$ cat config.mk
export PLATFORM = sky130hd
export DESIGN_NAME = bp_stim_scorer
export DESIGN_NICKNAME = d
export VERILOG_FILES = /design/src/rtl/bp_stim_scorer.sv
export SDC_FILE = /design/constraint.sdc
export NUM_CORES = 1
export LEC_CHECK = 0
export CAP_MARGIN = 20
export CORE_UTILIZATION = 30
export DETAILED_ROUTE_END_ITERATION = 10
export SLEW_MARGIN = 20
export SYNTH_ARGS = -nofsm -noshare
export SYNTH_HDL_FRONTEND = slang
export SYNTH_SLANG_ARGS = --single-unit
$ cat constraint.sdc
create_clock -name clk -period 4.1 [get_ports clk]
set_input_delay 1.025 -clock clk [delete_from_list [all_inputs] [get_ports clk]]
set_output_delay 1.025 -clock clk [all_outputs]
set_load 0.005 [all_outputs]
$ cat src/rtl/bp_stim_scorer.sv
// rtl/bp_stim_scorer.sv - branch-outcome stimulus generator and prediction scorer for a branch predictor.
// Optional miss-streak tracking is enabled by defining BP_STIM_STREAK_EN.
module bp_stim_scorer #(
  parameter int          NUM_BR    = 64,
  parameter int          LOOP_N    = 4,
  parameter int          THRESH    = 8,
  parameter logic [7:0]  LFSR_SEED = 8'hA5
) (
  input  logic       clk,
  input  logic       rst,
  input  logic       start,
  input  logic [1:0] mode,
  input  logic [3:0] pred_in,
  output logic       jump,
  output logic       busy,
  output logic       done,
  output logic [7:0] hit_cnt,
  output logic [7:0] miss_cnt,
  output logic [7:0] max_streak
);

  typedef enum logic [1:0] {IDLE, RUN, DONE} state_t;

  localparam logic [7:0] LAST_IDX  = 8'(NUM_BR - 1);
  localparam logic [3:0] LOOP_LAST = 4'(LOOP_N - 1);
  localparam logic [3:0] TH        = 4'(THRESH);

  state_t     state;
  logic [1:0] mode_q;
  logic [7:0] idx;
  logic [3:0] loop_cnt;
  logic [7:0] lfsr;

  logic       correct;
  logic       first_jump;
  logic       jump_nxt;
  logic [3:0] loop_nxt;
  logic [7:0] lfsr_nxt;

  // Generator state always describes the outcome currently on jump.
  always_comb begin
    correct    = ((pred_in >= TH) == jump);
    loop_nxt   = (loop_cnt == LOOP_LAST) ? 4'd0 : loop_cnt + 4'd1;
    lfsr_nxt   = {lfsr[6:0], lfsr[7] ^ lfsr[5] ^ lfsr[4] ^ lfsr[3]};
    first_jump = (mode == 2'd2) ? LFSR_SEED[0] : 1'b1;
    case (mode_q)
      2'd0:    jump_nxt = (loop_nxt != LOOP_LAST);
      2'd1:    jump_nxt = ~jump;
      2'd2:    jump_nxt = lfsr_nxt[0];
      default: jump_nxt = 1'b1;
    endcase
  end

  always_ff @(posedge clk or posedge rst) begin
    if (rst) begin
      state    <= IDLE;
      mode_q   <= 2'd0;
      jump     <= 1'b0;
      busy     <= 1'b0;
      done     <= 1'b0;
      hit_cnt  <= 8'd0;
      miss_cnt <= 8'd0;
      idx      <= 8'd0;
      loop_cnt <= 4'd0;
      lfsr     <= LFSR_SEED;
    end else begin
      case (state)
        IDLE, DONE: begin
          done <= 1'b0;
          if (start) begin
            state    <= RUN;
            busy     <= 1'b1;
            mode_q   <= mode;
            hit_cnt  <= 8'd0;
            miss_cnt <= 8'd0;
            idx      <= 8'd0;
            loop_cnt <= 4'd0;
            lfsr     <= LFSR_SEED;
            jump     <= first_jump;
          end
        end
        RUN: begin
          if (correct) hit_cnt  <= hit_cnt + 8'd1;
          else         miss_cnt <= miss_cnt + 8'd1;
          if (idx == LAST_IDX) begin
            state <= DONE;
            busy  <= 1'b0;
            done  <= 1'b1;
            jump  <= 1'b0;
          end else begin
            idx      <= idx + 8'd1;
            loop_cnt <= loop_nxt;
            lfsr     <= lfsr_nxt;
            jump     <= jump_nxt;
          end
        end
        default: state <= IDLE;
      endcase
    end
  end

`ifdef BP_STIM_STREAK_EN
  logic [7:0] streak;
  logic [7:0] streak_inc;

  always_comb streak_inc = (streak == 8'hFF) ? streak : streak + 8'd1;

  always_ff @(posedge clk or posedge rst) begin
    if (rst) begin
      streak     <= 8'd0;
      max_streak <= 8'd0;
    end else if (state != RUN) begin
      if (start) begin
        streak     <= 8'd0;
        max_streak <= 8'd0;
      end
    end else if (correct) begin
      streak <= 8'd0;
    end else begin
      streak <= streak_inc;
      if (streak_inc > max_streak) max_streak <= streak_inc;
    end
  end
`else
  assign max_streak = 8'd0;
`endif

endmodule

Yosys cells after proc, flatten, opt, wreduce, memory -nomap -nowiden. Cells that the tools add are included.

Add/subtract/negate cells: 4. $lt $le $gt $ge: 1. Equal/unequal tests: 13. Muxes and demuxes: 25. Bitwise gates (word level): 4. Reductions and logical operators: 12.

Operator list (number): one-hot mux 8 bit (2 select lines) (4); two-way mux 8 bit (6); adder 8 x 1 -> 8 bit (second input constant) (3); two-way mux 4 bit (3); AND reduction 3 bit (4); inequality test 2 bit (second input constant) (5); == test 8 x 6 -> 1 bit (second input constant) (1); one-hot mux 4 bit (2 select lines) (1); AND reduction 2 bit (4); one-hot mux 1 bit (2 select lines) (3); adder 4 x 1 -> 4 bit (second input constant) (1); == test 2 x 1 -> 1 bit (second input constant) (2); == test 2 bit (second input constant) (2); == test 4 x 2 -> 1 bit (second input constant) (1); greater-or-equal comparator 4 bit (second input constant) (1); logical NOT 2 bit (2); two-way mux 1 bit (4); two-way mux 2 bit (2); inequality test 4 x 2 -> 1 bit (second input constant) (1); one-hot mux 2 bit (2 select lines) (1); one-hot mux 1 bit (3 select lines) (1); XOR 1 bit (3); nonzero test 2 bit (1); OR reduction 2 bit (1); other kinds (2) (2).

Flip-flop bits (word level): 43. Input port bits: 9. Output and inout bits: 27. Logic and storage cells: 69.

Depth between registers and ports, before layout.
Depth after elaboration: 6. Gate-level depth with buffers: 7. Depth with buffers taken out: 5.

Worst setup path before layout. Ideal clock, no wire load.

Path type: in2reg. Start: input pred_in[3]. End: register miss_cnt[7]. Setup time: 0.136 ns. Arrival: 1.822 ns. Data required time: 3.964 ns. Path slack: 2.142 ns. Stages: 5. Path buffers: 1. Cell sequence: xor2_2 buf_4 nand2_2 o311ai_1 o41ai_1.

Cells in the longest elaborated chain, start to end: 4.

Ends and longest elaborated chain: start: declaration (line 13) `input logic [3:0] pred_in,`; greater-or-equal comparator 4 bit (line 42) `correct = ((pred_in >= TH) == jump);`; == test 1 bit (line 42); inequality test 2 bit (no source line); AND reduction 3 bit (no source line); end signal: assignment (line 84) `else miss_cnt <= miss_cnt + 8'd1;`; end: declaration (line 18) `output logic [7:0] miss_cnt,`.

Every way passes these cells. A chain may end at the register's enable or synchronous reset.

Worst setup path in the final report.
Start: input pred_in[3]. End: register miss_cnt[6].

Same word-level chain as after synthesis.

==> impl_metrics.env <==
export IMPL_status="completed"
export IMPL_worst_ir_drop_vdd_mv=0.164
export IMPL_vias=1685
export IMPL_crit_type="input pin to register"
export IMPL_ys_warn_count=0
export IMPL_rsz0062_at_grt="no"
export IMPL_die_w_um=88.1
export IMPL_grt_ovfl_total=0
export IMPL_mappedNetlistArea_um2=2220
export IMPL_synth_flop_cell="dfrtp_1"
export IMPL_cts_made_buffers=5
export IMPL_io_pins=36
export IMPL_p_sw_w=0.000679
export IMPL_critPathCaptureType="register"
export IMPL_antenna_found_initial=0
export IMPL_p_seq_frac=0.444
export IMPL_slew_headroom=0.394
export IMPL_yosysTopAreaCellShare=0.439
export IMPL_r2r_end="loop_cnt[0]"
export IMPL_p_int_w=0.00110
export IMPL_drt_initial_drc_count=58
export IMPL_crit_buf_inv=1
export IMPL_grt_usage=0.119
export IMPL_cts_clk_slew_worst_paths_ns=0.08
export IMPL_ys_ff_latch=43
export IMPL_synthArstFlopShare=1.00
export IMPL_hold_path_class="register to register"
export IMPL_layout_common_cells="dfrtp_1 (39), nand2_1 (34), clkdlybuf4s50_1 (24), nand3_1 (20), nor2_1 (18)"
export IMPL_synthToLayoutAreaGrowth_pct=17.2
export IMPL_final_max_slew_viol_count=0
export IMPL_post_route_min_period_ns=2.55
export IMPL_reg2reg_depth=5
export IMPL_critPathArrivalTime_ns=2.77
export IMPL_power_leakage_nw=1.13
export IMPL_power_density_nw_per_um2=681
export IMPL_required_ns=4.32
export IMPL_cp_depth=5
export IMPL_cp_slowest_stage_delay_ns=0.52
export IMPL_fin_util=0.361
export IMPL_clk_latency_ns=0.29
export IMPL_clockBufferDepth=2
export IMPL_cts_setup_buffers=0
export IMPL_grt_pass1_vias=1525
export IMPL_comb_power_share=0.397
export IMPL_place_hpwl_um=2910
export IMPL_drive_above_1_share=0.0775
export IMPL_rrSetupSlack_ns=1.95
export IMPL_rows=31
export IMPL_core_area_um2=7210
export IMPL_met1_length_um=2050
export IMPL_cts_sinks=43
export IMPL_final_setup_viol_count=0
export IMPL_die_area_um2=7760
export IMPL_postCtsHoldBufs=0
export IMPL_switching_share=0.382
export IMPL_wl_um=4300
export IMPL_netlist_top_cells_area="dfrtp_1 (44%), nand2_1 (5.7%), dfstp_2 (4.7%)"
export IMPL_grt_max_degree=44
export IMPL_synth_edf_count=0
export IMPL_crit_family="simple AND/OR/NAND/NOR gates"
export IMPL_nNetsFinal=271
export IMPL_place_congestion=0.734
export IMPL_stdcell_count=357
export IMPL_ant_nets=0
export IMPL_dp_cells=349
export IMPL_wire_per_inst_um=12.0
export IMPL_hold_end="lfsr[2]"
export IMPL_critPathMaxFanout=12
export IMPL_post_route_period_util=0.622
export IMPL_cts_root_buf="clkbuf_8"
export IMPL_synth_distinct_cells=47
export IMPL_rr_startpoint="idx[0]"
export IMPL_htreeDepth=2
export IMPL_tns_ns=0
export IMPL_wl_met3_um=144
export IMPL_avgSynthCellArea_um2=9.46
export IMPL_io_buffer_count=24
export IMPL_start_util=0.308
export IMPL_post_cts_resized=0
export IMPL_dr_wl_met2_um=2050
export IMPL_clkPwrFrac=0.158
export IMPL_tightestPinTransition_ns=0.909
export IMPL_routed_top_layer="met4"
export IMPL_synth_largest_area_cell="dfrtp_1"
export IMPL_drtPass1Iterations=4
export IMPL_start_kind="input pin"
export IMPL_fin_skew_ns=0.0112
export IMPL_hold_depth=2
export IMPL_layout_commonest_cell="dfrtp_1"
export IMPL_syn_inst=235
export IMPL_hp_start="lfsr[1]"
export IMPL_cts_tree="done"
export IMPL_hold_viol_final=0
export IMPL_crit_path_top_delay_cell="clkdlybuf4s50_1"
export IMPL_dieHeight_um=88.1
export IMPL_routed_via_density=4.72
export IMPL_drv_cap=0
export IMPL_antenna_cells=0
export IMPL_drc=0
export IMPL_crit_chain="clkdlybuf4s50_1 > xor2_2 > nand4_1 > or3_1 > a21oi_1"
export IMPL_fmax_ghz=0.392
export IMPL_ys_seq_area_frac=0.486
export IMPL_grt_pass1_wl_um=7050
-- Yosys cell counts, types with 3 or more instances --
cell / number
a21oi_1: 8
and3_1: 3
buf_2: 4
buf_4: 11
dfrtp_1: 39
dfstp_2: 4
ha_1: 5
inv_1: 7
mux2i_1: 3
nand2_1: 34
nand2b_1: 4
nand3_1: 20
nand4_1: 3
nor2_1: 18
nor3_1: 7
o21ai_0: 3
o21ai_1: 7
or3_1: 3
xnor2_1: 10
xor2_1: 3
-- per-stage QoR --
step / area, um2 / power (W) / hold slack, ns / setup WS (ns)
2_1_floorplan: 2250 / 0.00127 / 0.439 / 2.08
3_5_place_dp: 2510 / 0.00151 / 0.467 / 1.23
4_1_cts: 2610 / 0.00179 / 0.483 / 1.54
6_report: 2610 / 0.00177 / 0.472 / 1.55
5_1_grt: 2610 / 0.00193 / 0.519 / 1.43
3_3_place_gp: 2510 / 0.00149 / 0.458 / 1.27
-- worst max-delay path by stage --
stage               startpoint          end  slack, ns
floorplan                  rst         busy       2.08
global placement    pred_in[3]  miss_cnt[6]       1.27
detailed placement  pred_in[3]  miss_cnt[6]       1.23
CTS                 pred_in[3]  miss_cnt[6]       1.54
global route        pred_in[3]  miss_cnt[6]       1.43
finish              pred_in[3]  miss_cnt[6]       1.55
-- cell type report --
class | count | area [um2]
Tap cell | 99 | 124
Clock inverter | 1 | 5.00
Fill cell | 757 | 4610
Clock buffer | 7 | 86.3
Sequential cell | 43 | 1080
Timing Repair Buffer | 26 | 255
Inverter | 7 | 26.3
Multi-Input combinational cell | 174 | 1030
-- metal layers --
metal / vias to the layer above / track usage
li1: 847 / -
met1: 807 / 0.145
met2: 27 / 0.201
met3: 4 / 0.0339
met4: 0 / 0.0455
met5: - / 0
-- cells by family (layout without fill, tap and decap cells) --
logic type / after synthesis / count (layout) / share of synthesized area
buffers and inverters: 25 / 41 / 0.0631
AOI/OAI and AO/OA: 37 / 37 / 0.108
adders and majority gates: 5 / 5 / 0.0282
other: 1 / 8 / 0.00169
DFF: 43 / 43 / 0.486
muxes: 3 / 3 / 0.0135
xor gates and xnor gates: 14 / 14 / 0.0586
and+or+nand+nor: 107 / 107 / 0.240
-- tightest hold or removal path: stages (launching register included) --
cell,delay (ns)
dfrtp_1,0.35
nand2_1,0.05
nand2_1,0.05
-- sequential cells by signal, indices dropped and copies added, names as in the netlist --
name and cells:
loop_cnt 4, done 1, hit_cnt 8, state 2, mode_q 2, miss_cnt 8
busy 1, idx 8, lfsr 8, jump 1
-- power groups by stage --
stage / clock network, W / registers, W / logic (W)
5_1_grt: 0.000301 / 0.000819 / 0.000814
6_report: 0.000281 / 0.000788 / 0.000705
3_3_place_gp: 0 / 0.000790 / 0.000697
2_1_floorplan: 0 / 0.000763 / 0.000510
4_1_cts: 0.000289 / 0.000787 / 0.000716
3_5_place_dp: 0 / 0.000794 / 0.000713
(Power assumes the default switching activity.)
